**config.mk**
```make
export PLATFORM = sky130hd
export DESIGN_NAME = uart_alu_bridge
export DESIGN_NICKNAME = d
export VERILOG_FILES = /design/src/rtl/uart_alu_pkg.sv /design/src/rtl/uart_alu_bridge_byte_timeout.sv /design/src/rtl/uart_alu_bridge.sv
export SDC_FILE = /design/constraint.sdc
export NUM_CORES = 1
export LEC_CHECK = 0
export BUFFER_PORTS_ARGS = -buffer_cell sky130_fd_sc_hd__buf_2
export CAP_MARGIN = 20
export CORE_UTILIZATION = 50
export DETAILED_ROUTE_END_ITERATION = 8
export PLACE_DENSITY = 0.75
export SYNTH_ARGS = -nofsm -noshare
export SYNTH_HDL_FRONTEND = slang
export SYNTH_SLANG_ARGS = --single-unit
```
**constraint.sdc**
```tcl
create_clock -name clk -period 2.14 [get_ports clk]
set_input_delay 0.214 -clock clk [delete_from_list [all_inputs] [get_ports clk]]
set_output_delay 0.214 -clock clk [all_outputs]
set_load 0.03 [all_outputs]
```
**src/rtl/uart_alu_pkg.sv**
```systemverilog
// Shared types and constants for the UART/ALU bridge: FSM states, ALU opcodes, frame sizing helpers.
// No logic of its own; latency and backpressure belong to the modules that import it.
package uart_alu_pkg;

  typedef enum logic [2:0] {
    S_A    = 3'd0,
    S_B    = 3'd1,
    S_OP   = 3'd2,
    S_EXEC = 3'd3,
    S_CAPT = 3'd4,
    S_TX   = 3'd5,
    S_TXW  = 3'd6
  } state_t;

  localparam logic [5:0] OP_ADD = 6'h20;
  localparam logic [5:0] OP_SUB = 6'h22;
  localparam logic [5:0] OP_AND = 6'h24;
  localparam logic [5:0] OP_OR  = 6'h25;
  localparam logic [5:0] OP_XOR = 6'h26;
  localparam logic [5:0] OP_SRA = 6'h03;
  localparam logic [5:0] OP_SRL = 6'h02;
  localparam logic [5:0] OP_NOR = 6'h27;

  // Bytes per operand; only meaningful when width_ok() holds.
  function automatic int unsigned nb_of(input int unsigned opw, input int unsigned dbit);
    return opw / dbit;
  endfunction

  function automatic bit width_ok(input int unsigned opw, input int unsigned dbit);
    return (dbit != 0) && (opw >= dbit) && ((opw % dbit) == 0);
  endfunction

endpackage

```
**src/rtl/uart_alu_bridge_byte_timeout.sv**
```systemverilog
// Inter-byte watchdog: counts enabled idle cycles, expire is combinational in the cycle the count hits TIMEOUT-1.
// No backpressure; the count restarts on clr, while disabled, and after expiry.
module byte_timeout
  import uart_alu_pkg::*;
#(
  parameter int TIMEOUT = 1000000
) (
  input  logic clk,
  input  logic reset,
  input  logic clr,
  input  logic en,
  output logic expire
);

  localparam int TW = $clog2(TIMEOUT);
  localparam logic [TW-1:0] LIMIT = TW'(TIMEOUT - 1);

  logic [TW-1:0] count;

  assign expire = en && (count == LIMIT);

  always_ff @(posedge clk) begin
    if (reset || clr || !en || expire) begin
      count <= '0;
    end else begin
      count <= count + 1'b1;
    end
  end

endmodule

```
**src/rtl/uart_alu_bridge.sv**
```systemverilog
// Frames A/B/opcode bytes from the UART receiver into the ALU and streams the result back, LSB byte first.
// Opcode tick at t: alu_start at t+1, first tx_start at t+3; bytes arriving while executing/transmitting are dropped.
module uart_alu_bridge
  import uart_alu_pkg::*;
#(
  parameter int DBIT    = 8,
  parameter int OPW     = 16,
  parameter int OP_BITS = 6,
  parameter int TIMEOUT = 1000000
) (
  input  logic               clk,
  input  logic               reset,
  input  logic               rx_done_tick,
  input  logic [DBIT-1:0]    rx_data,
  input  logic [OPW-1:0]     alu_result,
  input  logic               tx_done_tick,
  output logic [OPW-1:0]     a,
  output logic [OPW-1:0]     b,
  output logic [OP_BITS-1:0] op,
  output logic               alu_start,
  output logic               tx_start,
  output logic [DBIT-1:0]    tx_data,
  output logic               busy,
  output logic               err_timeout
);

  localparam int NB = nb_of(OPW, DBIT);
  localparam int CW = (NB > 1) ? $clog2(NB) : 1;
  localparam logic [CW-1:0] LAST = CW'(NB - 1);

  if (!width_ok(OPW, DBIT) || (OP_BITS > DBIT) || (TIMEOUT < 2)) begin : g_param_check
    $error("uart_alu_bridge: illegal DBIT/OPW/OP_BITS/TIMEOUT combination");
  end

  state_t          state;
  logic [CW-1:0]   cnt;
  logic [CW-1:0]   cnt_nxt;
  logic [OPW-1:0]  sh_a;
  logic [OPW-1:0]  sh_b;
  logic [OPW-1:0]  tx_sr;
  logic            accept;
  logic            to_en;
  logic            to_expire;

  assign cnt_nxt = cnt + 1'b1;
  assign accept  = rx_done_tick && ((state == S_A) || (state == S_B) || (state == S_OP));
  assign to_en   = ((state == S_A) && (cnt != '0)) || (state == S_B) || (state == S_OP);

  byte_timeout #(
    .TIMEOUT(TIMEOUT)
  ) u_timeout (
    .clk    (clk),
    .reset  (reset),
    .clr    (accept),
    .en     (to_en),
    .expire (to_expire)
  );

  // Outputs are registered on the transition into the state that owns them, so
  // alu_start is seen in S_EXEC and tx_start in S_TX.
  always_ff @(posedge clk) begin
    if (reset) begin
      state       <= S_A;
      cnt         <= '0;
      sh_a        <= '0;
      sh_b        <= '0;
      tx_sr       <= '0;
      a           <= '0;
      b           <= '0;
      op          <= '0;
      alu_start   <= 1'b0;
      tx_start    <= 1'b0;
      tx_data     <= '0;
      busy        <= 1'b0;
      err_timeout <= 1'b0;
    end else begin
      alu_start   <= 1'b0;
      tx_start    <= 1'b0;
      err_timeout <= 1'b0;
      if (to_expire && !accept) begin
        state       <= S_A;
        cnt         <= '0;
        sh_a        <= '0;
        sh_b        <= '0;
        busy        <= 1'b0;
        err_timeout <= 1'b1;
      end else begin
        unique case (state)
          S_A: if (rx_done_tick) begin
            sh_a[cnt*DBIT +: DBIT] <= rx_data;
            busy <= 1'b1;
            if (cnt == LAST) begin
              cnt   <= '0;
              state <= S_B;
            end else begin
              cnt <= cnt_nxt;
            end
          end
          S_B: if (rx_done_tick) begin
            sh_b[cnt*DBIT +: DBIT] <= rx_data;
            if (cnt == LAST) begin
              cnt   <= '0;
              state <= S_OP;
            end else begin
              cnt <= cnt_nxt;
            end
          end
          S_OP: if (rx_done_tick) begin
            a         <= sh_a;
            b         <= sh_b;
            op        <= rx_data[OP_BITS-1:0];
            alu_start <= 1'b1;
            state     <= S_EXEC;
          end
          S_EXEC: state <= S_CAPT;
          S_CAPT: begin
            tx_sr    <= alu_result;
            tx_data  <= alu_result[DBIT-1:0];
            tx_start <= 1'b1;
            cnt      <= '0;
            state    <= S_TX;
          end
          S_TX: state <= S_TXW;
          S_TXW: if (tx_done_tick) begin
            if (cnt == LAST) begin
              cnt   <= '0;
              busy  <= 1'b0;
              state <= S_A;
            end else begin
              cnt      <= cnt_nxt;
              tx_data  <= tx_sr[cnt_nxt*DBIT +: DBIT];
              tx_start <= 1'b1;
              state    <= S_TX;
            end
          end
          default: state <= S_A;
        endcase
      end
    end
  end

endmodule
```
==> flow_metrics.env <==
export IMPL_outcome="finished clean"
export IMPL_hpwl_um=6980
export IMPL_vias=4177
export IMPL_ios=78
export IMPL_htreeDepth=4
export IMPL_slew_headroom_pct=57.8
export IMPL_crit_path_start_kind="flip-flop"
export IMPL_dp_cells=747
export IMPL_path_clk_slew_ns=0.06
export IMPL_layout_commonest_cell="nand2_1"
export IMPL_syn_nets=578
export IMPL_design_area_um2=6210
export IMPL_drc_errors=0
export IMPL_post_place_ws_ns=0.0696
export IMPL_synth_top_family_by_area="simple AND/OR/NAND/NOR gates"
export IMPL_final_cell_mix="nand2_1, dfxtp_1, buf_2"
export IMPL_cp_arrival_ns=2.47
export IMPL_dpl_cell_area_um2=5370
export IMPL_synth_compound_area_share_pct=11.2
export IMPL_synthCells=549
export IMPL_wl_per_cell_um=13.9
export IMPL_rows=35
export IMPL_cts_inserted_buffers=17
export IMPL_ys_seq_area_share_pct=51.4
export IMPL_clock_skew_ns=0.0117
export IMPL_grt_ovfl_total=0
export IMPL_fp_dieArea_um2=9900
export IMPL_synth_top_area_share_pct=51.4
export IMPL_p_leak_nw=2.48
export IMPL_final_cell_count_no_fill=801
export IMPL_dieWidth_um=99.5
export IMPL_nNetsFinal=689
export IMPL_grt_util_all_layers_pct=23.0
export IMPL_antenna_found_initial=0
export IMPL_synthSimpleGateAreaFrac_pct=22.5
export IMPL_yosys_area_share_adder_pct=0.263
export IMPL_whs_path_depth=3
export IMPL_slowest_delay_ns=0.60
export IMPL_p_per_area_nw_per_um2=858
export IMPL_muxShareOfSynthArea_pct=8.42
export IMPL_antennaDiodeCount=0
export IMPL_syn_area_per_cell_um2=8.66
export IMPL_grt_pass1_wl_um=17900
export IMPL_cts_sinks=122
export IMPL_portBuffers=77
export IMPL_gp_congestion=0.794
export IMPL_cp_max_fo=10
export IMPL_clock_fmax_mhz=482
export IMPL_wl_um=11200
export IMPL_core_area_um2=9240
export IMPL_slew_viol_final=0
export IMPL_grt_pass1_vias=3848
export IMPL_clk_latency_ns=0.51
export IMPL_fill_cells=734
export IMPL_grt_max_degree=40
export IMPL_netlist_top_cells_area="dfxtp_1, nand2_1, mux2i_1, a21oi_1, nor2_1"
export IMPL_worst_slew_pin_slew_ns=0.631
export IMPL_synth_top_area_cell="dfxtp_1"
export IMPL_synth_seq_cells=122
export IMPL_post_synth_num_cell_types=44
export IMPL_required_ns=2.54
export IMPL_rr_worst_depth=6
export IMPL_irDropWorstVdd_mv=0.558
export IMPL_max_cap_violations=0
export IMPL_syn2layout_area_growth_pct=30.6
export IMPL_drive_gt1_share_pct=21.6
export IMPL_synth_xor_area_share_pct=2.95
export IMPL_clock_path_buffers=2
export IMPL_hold_violations=0
export IMPL_tritoncts="built"
export IMPL_ant_nets=0
export IMPL_timing_final_crit_share_pct=96.9
export IMPL_viasPerCell=5.21
export IMPL_die_h_um=99.5
export IMPL_p_total_mw=5.32
export IMPL_initial_core_util_pct=51.4
export IMPL_setup_slack_ns=0.0660
export IMPL_ys_warnings_count=0
export IMPL_min_path_type="input pin to flip-flop"
export IMPL_layout_min_cycle_time_ns=2.07
export IMPL_syn_area_um2=4750
export IMPL_path_cells="or4_1 > or4_4 > o21bai_4 > buf_12 > clkbuf_16 > nor2_1"
export IMPL_drt_initial_drc_count=187
export IMPL_timing_hold_ws_ns=0.0170
export IMPL_cts_root_buf="clkbuf_8"
export IMPL_first_pass_iters=5
export IMPL_critical_path_class="flip-flop to flip-flop"
export IMPL_setup_viol=0
export IMPL_cpMaxStageDelayCell="or4_4"
export IMPL_end_kind="flip-flop"
## layout make-up
type                       instances  area (um^2)  area share [%]
tap                              129          161            2.60
sequential                       122         2440            39.3
timing repair buffer             123          856            13.8
inverter                           5         18.8           0.302
clock inverter                    14          149            2.40
multi-input combinational        391         2170            34.9
clock buffer                      17          414            6.67
## repair_timing
item | in CTS | in global routing
setup endpoints to repair | 0 | 13
hold endpoints to repair | 18 | 0
buffers inserted | 0 | 1
resized for setup | 0 | 1
hold buffers | 18 | 0
## cells by family after synthesis
logic type                 Yosys count
AOI/OAI and AO/OA                   93
and+or+nand+nor                    241
DFF                                122
buffers and inverters               36
xor gates and xnor gates            16
muxes                               40
adders and majority gates            1
## registers in the layout, summed over array words and instances (netlist names), 3 cells and up
| register | flops |
|---|---|
| a | 16 |
| b | 16 |
| op | 6 |
| sh_a | 16 |
| sh_b | 16 |
| state | 3 |
| tx_data | 8 |
| tx_sr | 16 |
| u_timeout.count | 20 |
## synth_stat cells (all sizes together)
library cell,n
nor2b,1
and4,1
xnor2,11
a211o,1
o31ai,2
a21oi,71
or3,2
and3b,1
o22ai,1
or2,1
and3,2
inv,5
or4,4
a311oi,1
a2bb2oi,2
nand3,8
o21bai,2
nand4,8
mux2i,40
nor4,6
o211ai,8
o41ai,1
nand2b,14
dfxtp,122
buf,8
or3b,1
xor2,5
ha,1
o22a,1
clkbuf,23
o21ai,3
nor3,4
or4b,2
nand3b,2
nor2,60
nand2,124
## worst max-delay path, delay by kind of cell, from the launching register on
family	cells	cell delay, ns
buf+inv	2	0.30
compound gates	1	0.16
simple gates	3	1.17
flops	1	0.34
## through the flow
| stage | util [%] | setup TNS (ns) |
|---|---|---|
| floorplan | - | 0 |
| global placement | 58.1 | 0 |
| detailed placement | 58.1 | 0 |
| CTS | 66.1 | 0 |
| global route | 67.2 | -0.0151 |
| finish | 67.2 | 0 |
## path summary, 6_finish.rpt
path,start,slack [ns],endpoint
max,u_timeout.count[11],0.07,sh_b[11]
min,rx_data[5],0.02,op[5]
max reg2reg,u_timeout.count[11],0.07,sh_b[11]
min reg2reg,op[0],0.45,op[0]
## per-layer routing
metal | GRT usage [%] | share of wire (%) | up-vias
li1 | - | - | 2086
met1 | 28.2 | 42 | 1956
met2 | 38.6 | 51 | 116
met3 | 5.76 | 5.5 | 19
met4 | 9.62 | 1.6 | 0
met5 | 0 | 0 | -
## where the power goes
| group | internal, mW | switching [mW] | leakage (nW) |
|---|---|---|---|
| Sequential | 2.31 | 0.0198 | 0.985 |
| Clock | 1.65 | 1.02 | 0.278 |
| Combinational | 0.146 | 0.172 | 1.21 |
| Total | 4.11 | 1.22 | 2.48 |
No activity file was read; power rests on OpenSTA's default activity.
